$ cat config.mk
export PLATFORM = sky130hd
export DESIGN_NAME = mem_bus_master_flat
export DESIGN_NICKNAME = d
export VERILOG_FILES = /design/src/rtl/mem_bus_master_if.sv /design/src/rtl/mem_bus_master.sv /design/src/flat_wrapper.sv
export SDC_FILE = /design/constraint.sdc
export NUM_CORES = 1
export LEC_CHECK = 0
export ABC_AREA = 1
export CAP_MARGIN = 20
export CELL_PAD_IN_SITES_DETAIL_PLACEMENT = 2
export CELL_PAD_IN_SITES_GLOBAL_PLACEMENT = 2
export CORE_MARGIN = 3
export CORE_UTILIZATION = 36
export CTS_CLUSTER_DIAMETER = 40
export DETAILED_ROUTE_END_ITERATION = 6
export GPL_TIMING_DRIVEN = 0
export PLACE_DENSITY_LB_ADDON = 0.25
export SYNTH_ARGS = -nofsm -noshare
export SYNTH_HDL_FRONTEND = slang
export SYNTH_SLANG_ARGS = --single-unit
$ cat constraint.sdc
create_clock -name clk -period 4.3 [get_ports clk]
set_input_delay 0.43 -clock clk [delete_from_list [all_inputs] [get_ports clk]]
set_output_delay 0.43 -clock clk [all_outputs]
set_load 0.01 [all_outputs]
$ cat src/rtl/mem_bus_master_if.sv
`default_nettype none
// ----------------------------------------------------------------------------
// mem_bus_master_if: request/response handshake and memory-side bus bundle.
// Rev 1.0
// ----------------------------------------------------------------------------
interface mem_bus_master_if #(
   parameter int AW = 8,
   parameter int DW = 8
);
   logic          req_valid;
   logic          req_ready;
   logic          req_write;
   logic [AW-1:0] req_addr;
   logic [DW-1:0] req_wdata;
   logic          rsp_valid;
   logic          rsp_ready;
   logic          rsp_write;
   logic [AW-1:0] rsp_addr;
   logic [DW-1:0] rsp_rdata;
   logic          rsp_err;
   logic          enable;
   logic          read;
   logic          write;
   logic [AW-1:0] raddr;
   logic [AW-1:0] waddr;
   logic [DW-1:0] wdata;
   logic [DW-1:0] rdata;

   modport master (
      input  req_valid, req_write, req_addr, req_wdata, rsp_ready, rdata,
      output req_ready, rsp_valid, rsp_write, rsp_addr, rsp_rdata, rsp_err,
      output enable, read, write, raddr, waddr, wdata
   );

   modport slave (
      output req_valid, req_write, req_addr, req_wdata, rsp_ready, rdata,
      input  req_ready, rsp_valid, rsp_write, rsp_addr, rsp_rdata, rsp_err,
      input  enable, read, write, raddr, waddr, wdata
   );
endinterface
`default_nettype wire

$ cat src/rtl/mem_bus_master.sv
`default_nettype none
// ----------------------------------------------------------------------------
// mem_bus_master: queued single-outstanding memory master, in-order responses.
// Optional write read-back check: MEM_BUS_MASTER_RDBACK_EN.        Rev 1.0
// ----------------------------------------------------------------------------
module mem_bus_master #(
   parameter int FIFO_DEPTH = 4,
   parameter int AW         = 8,
   parameter int DW         = 8
) (
   input  logic             clk,
   input  logic             rst,
   mem_bus_master_if.master bus
);
   localparam int                 c_PTR_W   = $clog2(FIFO_DEPTH);
   localparam int                 c_EW      = 1 + AW + DW;
   localparam logic [c_PTR_W:0]   c_FULL    = (c_PTR_W+1)'(FIFO_DEPTH);
   localparam logic [c_PTR_W:0]   c_CNT_ONE = (c_PTR_W+1)'(1);
   localparam logic [c_PTR_W-1:0] c_PTR_ONE = c_PTR_W'(1);

   typedef enum logic [2:0] {
      S_IDLE = 3'd0,
      S_WR   = 3'd1,
      S_RD   = 3'd2,
      S_WAIT = 3'd3,
`ifdef MEM_BUS_MASTER_RDBACK_EN
      S_RB   = 3'd5,
`endif
      S_RSP  = 3'd4
   } state_t;

   state_t              r_state;
   logic [c_EW-1:0]     r_fifo [FIFO_DEPTH];
   logic [c_PTR_W-1:0]  r_wptr;
   logic [c_PTR_W-1:0]  r_rptr;
   logic [c_PTR_W:0]    r_count;
   logic                r_write;
   logic [AW-1:0]       r_addr;
   logic                r_enable;
   logic                r_mem_rd;
   logic                r_mem_wr;
   logic [AW-1:0]       r_raddr;
   logic [AW-1:0]       r_waddr;
   logic [DW-1:0]       r_wdata;
   logic                r_rsp_valid;
   logic                r_rsp_write;
   logic [AW-1:0]       r_rsp_addr;
   logic [DW-1:0]       r_rsp_rdata;

   logic                w_full;
   logic                w_empty;
   logic                w_push;
   logic                w_pop;
   logic [c_EW-1:0]     w_head;
   logic                w_head_write;
   logic [AW-1:0]       w_head_addr;
   logic [DW-1:0]       w_head_data;

   assign w_full       = (r_count == c_FULL);
   assign w_empty      = (r_count == '0);
   assign w_push       = bus.req_valid && bus.req_ready;
   assign w_pop        = (r_state == S_IDLE) && !w_empty;
   assign w_head       = r_fifo[r_rptr];
   assign w_head_write = w_head[c_EW-1];
   assign w_head_addr  = w_head[AW+DW-1:DW];
   assign w_head_data  = w_head[DW-1:0];

   // Storage needs no reset: an entry is only read after it has been pushed.
   always_ff @(posedge clk) begin
      if (w_push) begin
         r_fifo[r_wptr] <= {bus.req_write, bus.req_addr, bus.req_wdata};
      end
   end

   always_ff @(posedge clk) begin
      if (rst) begin
         r_wptr  <= '0;
         r_rptr  <= '0;
         r_count <= '0;
      end else begin
         if (w_push) r_wptr <= r_wptr + c_PTR_ONE;
         if (w_pop)  r_rptr <= r_rptr + c_PTR_ONE;
         case ({w_push, w_pop})
            2'b10:   r_count <= r_count + c_CNT_ONE;
            2'b01:   r_count <= r_count - c_CNT_ONE;
            default: r_count <= r_count;
         endcase
      end
   end

`ifdef MEM_BUS_MASTER_RDBACK_EN
   logic r_rsp_err;
`endif

   always_ff @(posedge clk) begin
      if (rst) begin
         r_state     <= S_IDLE;
         r_write     <= 1'b0;
         r_addr      <= '0;
         r_enable    <= 1'b0;
         r_mem_rd    <= 1'b0;
         r_mem_wr    <= 1'b0;
         r_raddr     <= '0;
         r_waddr     <= '0;
         r_wdata     <= '0;
         r_rsp_valid <= 1'b0;
         r_rsp_write <= 1'b0;
         r_rsp_addr  <= '0;
         r_rsp_rdata <= '0;
`ifdef MEM_BUS_MASTER_RDBACK_EN
         r_rsp_err   <= 1'b0;
`endif
      end else begin
         case (r_state)
            S_IDLE: begin
               if (w_pop) begin
                  r_write  <= w_head_write;
                  r_addr   <= w_head_addr;
                  r_enable <= 1'b1;
                  if (w_head_write) begin
                     r_mem_wr <= 1'b1;
                     r_waddr  <= w_head_addr;
                     r_wdata  <= w_head_data;
                     r_state  <= S_WR;
                  end else begin
                     r_mem_rd <= 1'b1;
                     r_raddr  <= w_head_addr;
                     r_state  <= S_RD;
                  end
               end
            end
            S_WR: begin
               r_mem_wr <= 1'b0;
`ifdef MEM_BUS_MASTER_RDBACK_EN
               r_mem_rd <= 1'b1;
               r_raddr  <= r_waddr;
               r_state  <= S_RB;
`else
               r_enable    <= 1'b0;
               r_rsp_valid <= 1'b1;
               r_rsp_write <= 1'b1;
               r_rsp_addr  <= r_addr;
               r_rsp_rdata <= '0;
               r_state     <= S_RSP;
`endif
            end
`ifdef MEM_BUS_MASTER_RDBACK_EN
            S_RB: begin
               r_enable <= 1'b0;
               r_mem_rd <= 1'b0;
               r_state  <= S_WAIT;
            end
`endif
            S_RD: begin
               r_enable <= 1'b0;
               r_mem_rd <= 1'b0;
               r_state  <= S_WAIT;
            end
            S_WAIT: begin
               // rdata here is the memory's registered reply to the previous read strobe.
               r_rsp_valid <= 1'b1;
               r_rsp_write <= r_write;
               r_rsp_addr  <= r_addr;
               r_rsp_rdata <= bus.rdata;
`ifdef MEM_BUS_MASTER_RDBACK_EN
               r_rsp_err   <= r_write && (bus.rdata != r_wdata);
`endif
               r_state     <= S_RSP;
            end
            S_RSP: begin
               if (bus.rsp_ready) begin
                  r_rsp_valid <= 1'b0;
                  r_state     <= S_IDLE;
               end
            end
            default: r_state <= S_IDLE;
         endcase
      end
   end

   assign bus.req_ready = !rst && !w_full;
   assign bus.rsp_valid = r_rsp_valid;
   assign bus.rsp_write = r_rsp_write;
   assign bus.rsp_addr  = r_rsp_addr;
   assign bus.rsp_rdata = r_rsp_rdata;
`ifdef MEM_BUS_MASTER_RDBACK_EN
   assign bus.rsp_err   = r_rsp_err;
`else
   assign bus.rsp_err   = 1'b0;
`endif
   assign bus.enable    = r_enable;
   assign bus.read      = r_mem_rd;
   assign bus.write     = r_mem_wr;
   assign bus.raddr     = r_raddr;
   assign bus.waddr     = r_waddr;
   assign bus.wdata     = r_wdata;
endmodule
`default_nettype wire
$ cat src/flat_wrapper.sv
// flat-port wrapper written by rule: the top's interface ports become plain ports
module mem_bus_master_flat 
#(
   parameter int FIFO_DEPTH = 4,
   parameter int AW         = 8,
   parameter int DW         = 8
)
  (clk, rst, bus_req_valid, bus_req_write, bus_req_addr, bus_req_wdata, bus_rsp_ready, bus_rdata, bus_req_ready, bus_rsp_valid, bus_rsp_write, bus_rsp_addr, bus_rsp_rdata, bus_rsp_err, bus_enable, bus_read, bus_write, bus_raddr, bus_waddr, bus_wdata);
  mem_bus_master_if #(.AW(AW), .DW(DW)) bus_i ();
  input  logic clk;
  input  logic rst;
  input wire logic [$bits(bus_i.req_valid)-1:0] bus_req_valid;
  input wire logic [$bits(bus_i.req_write)-1:0] bus_req_write;
  input wire logic [$bits(bus_i.req_addr)-1:0] bus_req_addr;
  input wire logic [$bits(bus_i.req_wdata)-1:0] bus_req_wdata;
  input wire logic [$bits(bus_i.rsp_ready)-1:0] bus_rsp_ready;
  input wire logic [$bits(bus_i.rdata)-1:0] bus_rdata;
  output wire logic [$bits(bus_i.req_ready)-1:0] bus_req_ready;
  output wire logic [$bits(bus_i.rsp_valid)-1:0] bus_rsp_valid;
  output wire logic [$bits(bus_i.rsp_write)-1:0] bus_rsp_write;
  output wire logic [$bits(bus_i.rsp_addr)-1:0] bus_rsp_addr;
  output wire logic [$bits(bus_i.rsp_rdata)-1:0] bus_rsp_rdata;
  output wire logic [$bits(bus_i.rsp_err)-1:0] bus_rsp_err;
  output wire logic [$bits(bus_i.enable)-1:0] bus_enable;
  output wire logic [$bits(bus_i.read)-1:0] bus_read;
  output wire logic [$bits(bus_i.write)-1:0] bus_write;
  output wire logic [$bits(bus_i.raddr)-1:0] bus_raddr;
  output wire logic [$bits(bus_i.waddr)-1:0] bus_waddr;
  output wire logic [$bits(bus_i.wdata)-1:0] bus_wdata;
  assign bus_i.req_valid = bus_req_valid;
  assign bus_i.req_write = bus_req_write;
  assign bus_i.req_addr = bus_req_addr;
  assign bus_i.req_wdata = bus_req_wdata;
  assign bus_i.rsp_ready = bus_rsp_ready;
  assign bus_i.rdata = bus_rdata;
  assign bus_req_ready = bus_i.req_ready;
  assign bus_rsp_valid = bus_i.rsp_valid;
  assign bus_rsp_write = bus_i.rsp_write;
  assign bus_rsp_addr = bus_i.rsp_addr;
  assign bus_rsp_rdata = bus_i.rsp_rdata;
  assign bus_rsp_err = bus_i.rsp_err;
  assign bus_enable = bus_i.enable;
  assign bus_read = bus_i.read;
  assign bus_write = bus_i.write;
  assign bus_raddr = bus_i.raddr;
  assign bus_waddr = bus_i.waddr;
  assign bus_wdata = bus_i.wdata;
  mem_bus_master #(.FIFO_DEPTH(FIFO_DEPTH), .AW(AW), .DW(DW)) u_core (.clk(clk), .rst(rst), .bus(bus_i));
endmodule
==> flow_summary.yaml, run 1 <==
outcome:
  run_status: "finished, final reports clean"
worst_setup_path:
  critical_path_arrival_ns: 2.90
  start_kind: "register"
  worstPathMaxFanout: 10
  timing.critical_path.to_type: "register"
  worst_ep_required_time_ns: 4.60
  crit_type: "register to register"
grt:
  grt_antenna_before_repair: 0
  track_usage: 0.223
  grt_overflow_total: 0
  first_global_vias: 4783
  grt_pass1_wl_um: 27300
  pin_count_of_the_biggest_net_entering_global_routing: 17
floorplanning:
  chipWidth_um: 127
  fp.dieArea_um2: 16100
  starting_utilization_of_the_core_area: 0.372
  core_area_um2: 14100
  top_level_i_o_count: 76
  die_height_um: 127
  floorplan.rows: 43
synth:
  sequential_cell_area_fraction_in_the_yosys_report: 0.641
  average_instance_area_after_synthesis_um2: 9.72
  synth.cell_area_um2: 5250
  yosys_warnings: 0
  post_synth_inst_count: 540
  yosys_register_bits: 134
  postSynthNetCount: 575
  post_synth_num_cell_types: 26
clock_tree:
  cts_tree: "built"
  numCtsBuffers: 17
  worstSkewPairLatency_ns: 0.42
  worst_setup_hold_path_clk_slew_ns: 0.06
  cts-root-buf: "sky130_fd_sc_hd__clkbuf_16"
  clk_path_buf_depth: 2
  cts_resizes: 0
  ctsHtreeMaxLevel: 4
  cts_hold_repair.buffers: 0
  postCtsSetupRepairBufs: 0
  cts_sinks: 134
pwr:
  total_power_mw: 5.03
  irDropWorstVdd_mv: 0.351
  power-per-cell-area_nw_per_um2: 740
  p_leak_nw: 2.65
flow_run:
  maxCapViolCount: 0
detailed_routing:
  postRouteAntennaNets: 0
  drtIter0Drc: 267
  post-route-drc-count: 0
  post_drt_wl_per_cell_um: 20.6
  routed_via_count_divided_by_cell_count: 5.00
  wl_um: 17100
  drt-pass1-iter-count: 4
  overall_via_count_from_detail_route: 4148
sta:
  worst-slew-pin-transition_ns: 0.543
  final_hold_viol_count: 0
  slew_headroom: 0.638
  post-route-worst-setup-slack_ns: 1.70
  timing.clock.skew_ns: 0.00712
  fin_hold_ws_ns: 0.319
  fmax_mhz: 384
  final.min_clock_period_ns: 2.60
  finalMaxSlewViolations: 0
  count_of_final_setup_violators: 0
  totalNegativeSetupSlack_ns: 0
  grt_setup_unrepaired: "no"
  post-route-period-util: 0.605
hold_path:
  worstHoldPathType: "primary input to register"
placement:
  dpl_worst_slack_ns: 1.82
  placed_cells: 797
  placement.cell_area_um2: 6270
  port_buffers: 73
  globalplace.congestion: 0.783
  dpl.hpwl_um: 11700
final_layout:
  instances_no_fill: 829
  antenna_cells_inserted: 0
  finish.instance_area_um2: 6800
  fin_nets: 671
  layout-area-overhead-vs-synth_pct: 29.5
  share_of_post_route_cells_with_drive_strength_above_1: 0.111
  post-route-util: 0.482
[layer usage]
metal  routed length [um]  part of all wire  vias up  track usage
met3                  557             0.033       27       0.0493
met2                 9100              0.53       75        0.402
met1                 7140              0.42     2084        0.264
met5                    0                 0        -            0
met4                  313             0.018        0       0.0738
li1                     -                 -     1962            -
[state kept, by name, summed over array words and instances, names as in the netlist, 2 cells and up, named ones only]
register              flops
u_core.r_count            3
u_core.bus.rsp_rdata      8
u_core.bus.rsp_addr       8
u_core.r_rptr             2
u_core.bus.raddr          8
u_core.r_wptr             2
u_core.bus.waddr          8
u_core.r_fifo            68
u_core.r_addr             8
u_core.bus.wdata          8
u_core.r_state            3
[area by class of cell]
type | count | area, um^2
inverter | 41 | 154
clock buffer | 20 | 437
multi-input combinational | 339 | 1580
clock inverter | 12 | 87.6
fill | 1477 | 7300
buffer | 26 | 164
sequential | 134 | 3360
tap | 180 | 225
timing repair buffer | 77 | 791
[final timing paths]
check / end / slack (ns) / start / cells past startpoint
min reg2reg: u_core.r_count[0] / 0.48 / u_core.r_count[0] / 1
max reg2reg: u_core.r_count[2] / 1.70 / u_core.r_count[2] / 12
min: u_core.bus.rsp_rdata[7] / 0.32 / rst / 2
max: u_core.r_count[2] / 1.70 / u_core.r_count[2] / 12
[report_power, final]
group	internal (mW)	total, mW	switching [mW]
logic	0.724	1.96	1.24
clock network	0.780	1.32	0.536
registers	1.60	1.75	0.153
total	3.10	5.03	1.93
[layout by cell type, fill, tap and decap left out, types with 2 or more instances in the layout]
cell | netlist | routed
sky130_fd_sc_hd__buf_8 | 0 | 4
sky130_fd_sc_hd__clkinv_1 | 0 | 4
sky130_fd_sc_hd__clkbuf_1 | 5 | 8
sky130_fd_sc_hd__edfxtp_1 | 68 | 68
sky130_fd_sc_hd__o22ai_1 | 8 | 8
sky130_fd_sc_hd__clkdlybuf4s50_1 | 0 | 73
sky130_fd_sc_hd__buf_6 | 4 | 4
sky130_fd_sc_hd__inv_2 | 5 | 5
sky130_fd_sc_hd__inv_1 | 36 | 36
sky130_fd_sc_hd__nand2_1 | 123 | 123
sky130_fd_sc_hd__nand2_2 | 4 | 4
sky130_fd_sc_hd__nor2_2 | 0 | 4
sky130_fd_sc_hd__nor2_1 | 84 | 80
sky130_fd_sc_hd__dfxtp_1 | 66 | 66
sky130_fd_sc_hd__buf_2 | 11 | 11
sky130_fd_sc_hd__clkinvlp_4 | 0 | 3
sky130_fd_sc_hd__nand3_1 | 18 | 18
sky130_fd_sc_hd__nand2_4 | 2 | 2
sky130_fd_sc_hd__o21ai_0 | 46 | 46
sky130_fd_sc_hd__a21oi_1 | 35 | 35
sky130_fd_sc_hd__clkinv_2 | 0 | 4
sky130_fd_sc_hd__nor2_4 | 6 | 6
sky130_fd_sc_hd__clkbuf_16 | 0 | 17
sky130_fd_sc_hd__buf_4 | 6 | 6
sky130_fd_sc_hd__ha_1 | 5 | 5
[cells by family (layout without fill, tap and decap cells)]
kind of cell,count (synthesis),after routing,share of synthesized area
and+or+nand+nor,240,240,0.191
DFF,134,134,0.641
AOI/OAI and AO/OA,91,91,0.0894
buffers and inverters,67,176,0.0605
adders and majority gates,6,6,0.0157
other,1,1,0.000714
xor gates and xnor gates,1,1,0.00167
[worst max-delay path, stage by stage, from the launching register on]
cell                      delay [ns]
sky130_fd_sc_hd__dfxtp_1        0.39
sky130_fd_sc_hd__inv_1          0.10
sky130_fd_sc_hd__nand3_2        0.14
sky130_fd_sc_hd__inv_2          0.08
sky130_fd_sc_hd__nor2_4         0.19
sky130_fd_sc_hd__buf_2          0.29
sky130_fd_sc_hd__ha_1           0.19
sky130_fd_sc_hd__inv_1          0.07
sky130_fd_sc_hd__fa_1           0.39
sky130_fd_sc_hd__a21oi_1        0.17
sky130_fd_sc_hd__o21ai_0        0.15
sky130_fd_sc_hd__o21ai_0        0.23
sky130_fd_sc_hd__a21oi_1        0.07
[cells in the mapped netlist, drive strengths merged]
master / number / area share
clkbuf: 5 / 0.0036
o22ai: 8 / 0.0095
o21ai: 46 / 0.044
ha: 5 / 0.012
o211ai: 1 / 0.0014
nand3: 19 / 0.019
conb: 1 / 0.00071
edfxtp: 68 / 0.39
nor2: 90 / 0.073
xor2: 1 / 0.0017
buf: 21 / 0.028
a31oi: 1 / 0.0012
a21oi: 35 / 0.033
nand4: 1 / 0.0012
nor3: 1 / 0.00095
dfxtp: 66 / 0.25
nand2: 129 / 0.097
fa: 1 / 0.0038
inv: 41 / 0.029
No activity file was read; power rests on OpenSTA's default activity.
==> inputs of run 2 (changes only) <==
Settings changed: CORE_UTILIZATION 36 to 34.
Clock period 4.3 ns to 2.6 ns, I/O delays scaled along.
==> flow_summary.yaml, run 2 (synthesis results as in run 1) <==
outcome:
  run_status: "finished, final reports clean"
pwr:
  power.switching_mw: 3.15
  irDropWorstVdd_mv: 0.573
  switching_share: 0.371
  power-per-cell-area_nw_per_um2: 1240
  power.clock.fraction: 0.280
  total_power_mw: 8.48
  power.share.sequential: 0.342
  share_of_total_power_in_combinational_logic: 0.378
  p_leak_nw: 2.68
  power.internal_mw: 5.33
flow_run:
  maxCapViolCount: 0
sta:
  timing.clock.skew_ns: 0.00949
  final_hold_viol_count: 0
  totalNegativeSetupSlack_ns: 0
  worst-slew-pin-transition_ns: 0.623
  final.min_clock_period_ns: 2.40
  grt_setup_unrepaired: "no"
  slew_headroom: 0.584
  post-route-period-util: 0.924
  fin_hold_ws_ns: 0.160
  finalMaxSlewViolations: 0
  count_of_final_setup_violators: 0
  fmax_mhz: 416
clock_tree:
  worst_setup_hold_path_clk_slew_ns: 0.05
  cts_sinks: 134
  numCtsBuffers: 17
  worstSkewPairLatency_ns: 0.43
  clk_path_buf_depth: 2
  cts_resizes: 0
  cts_hold_repair.buffers: 0
  ctsHtreeMaxLevel: 4
  postCtsSetupRepairBufs: 0
  cts-root-buf: "sky130_fd_sc_hd__clkbuf_16"
  cts_tree: "built"
worst_setup_path:
  crit_slowest_cell: "sky130_fd_sc_hd__dfxtp_1"
  timing.critical_path.slowest_cell_delay_ns: 0.37
  crit_family: "adder cells"
  crit_type: "register to register"
  path_buf_inv: 4
  timing.critical_path.cells: "inv_1, nand3_2, inv_2, nor2_4, buf_4, ha_1, inv_1, fa_1, a21oi_1, o21ai_0, o21ai_1, a21oi_1"
  timing.critical_path.to_type: "register"
  start_kind: "register"
  worst_ep_required_time_ns: 2.90
  worstPathMaxFanout: 10
  critical_path_arrival_ns: 2.70
final_layout:
  regArea_um2: 3360
  final.fill_count: 1526
  commonest_non_fill_non_tap_cells_in_the_layout: "123 x sky130_fd_sc_hd__nand2_1, 80 x sky130_fd_sc_hd__nor2_1, 73 x sky130_fd_sc_hd__clkdlybuf4s50_1"
  final_common_cell: "sky130_fd_sc_hd__nand2_1"
  regMostFlops: "u_core.r_fifo"
  multi_input_comb_area_um2: 1580
  antenna_cells_inserted: 0
  layout-area-overhead-vs-synth_pct: 30.6
  share_of_post_route_cells_with_drive_strength_above_1: 0.112
  largest_reg_flops: 68
  fin_nets: 671
grt:
  grt_overflow_total: 0
  pin_count_of_the_biggest_net_entering_global_routing: 17
  first_global_vias: 4645
  grt_pass1_wl_um: 25900
  grt_antenna_before_repair: 0
  track_usage: 0.207
detailed_routing:
  drtIter0Drc: 273
  drt-pass1-iter-count: 4
  overall_via_count_from_detail_route: 4138
  routed_via_count_divided_by_cell_count: 4.97
  post-route-drc-count: 0
  postRouteAntennaNets: 0
  post_drt_wl_per_cell_um: 20.0
  wl_um: 16700
placement:
  dpl.hpwl_um: 11500
  port_buffers: 73
  globalplace.congestion: 0.745
floorplanning:
  die_height_um: 130
  fp.dieArea_um2: 17000
  floorplan.rows: 44
  core_area_um2: 14800
  chipWidth_um: 130
  starting_utilization_of_the_core_area: 0.354
  top_level_i_o_count: 76
hold_path:
  worstHoldPathType: "primary input to register"
==> run 2: cell type report <==
| cell class | count | area share |
|---|---|---|
| flip-flops and latches | 134 | 0.491 |
| inverters | 41 | 0.0225 |
| multi-input cells | 339 | 0.230 |
| plain buffers | 26 | 0.0243 |
| well taps | 184 | 0.0336 |
| clock inverters | 13 | 0.0201 |
| clock buffers | 19 | 0.0632 |
| repair buffers | 77 | 0.115 |
==> run 2: metal layers <==
layer / track usage / routed length [um] / vias up
met3: 0.0540 / 508 / 17
met2: 0.368 / 8810 / 73
met5: 0 / 0 / -
li1: - / - / 1965
met4: 0.0575 / 173 / 0
met1: 0.247 / 7200 / 2083
==> run 2: worst reg2reg max path, cell delays in order (launching register included) <==
cell and delay [ns]:
sky130_fd_sc_hd__dfxtp_1 0.37, sky130_fd_sc_hd__inv_1 0.10, sky130_fd_sc_hd__nand3_2 0.17, sky130_fd_sc_hd__inv_2 0.08, sky130_fd_sc_hd__nor2_4 0.18, sky130_fd_sc_hd__buf_4 0.23, sky130_fd_sc_hd__ha_1 0.17, sky130_fd_sc_hd__inv_1 0.07
sky130_fd_sc_hd__fa_1 0.37, sky130_fd_sc_hd__a21oi_1 0.14, sky130_fd_sc_hd__o21ai_0 0.15, sky130_fd_sc_hd__o21ai_1 0.17, sky130_fd_sc_hd__a21oi_1 0.06
==> run 2: final timing paths <==
path	startpoint	endpoint	slack [ns]	cells past startpoint
worst max register to register	u_core.r_count[2]	u_core.r_count[2]	0.20	12
worst max-delay path	u_core.r_count[2]	u_core.r_count[2]	0.20	12
worst min-delay path	rst	u_core.bus.rsp_rdata[5]	0.16	2
worst min register to register	u_core.bus.rsp_rdata[5]	u_core.bus.rsp_rdata[5]	0.46	2
==> run 2: power groups by stage <==
stage	registers, mW	logic [mW]	clock network [mW]
4_1_cts	2.90	3.23	2.42
3_3_place_gp	2.90	2.95	0
6_report	2.90	3.20	2.38
3_5_place_dp	2.94	3.14	0
2_1_floorplan	2.99	1.73	0
5_1_grt	2.95	3.56	2.50
==> run 2: stage by stage <==
step                std cells  worst slack (ns)  utilization  cell area, um^2
floorplan                 540             0.605            -             5250
global placement          797            -0.201        0.419             6210
detailed placement        801             0.191        0.424             6280
CTS                       833            0.0938        0.463             6850
global route              833            0.0357        0.463             6850
finish                    833             0.198        0.463             6850
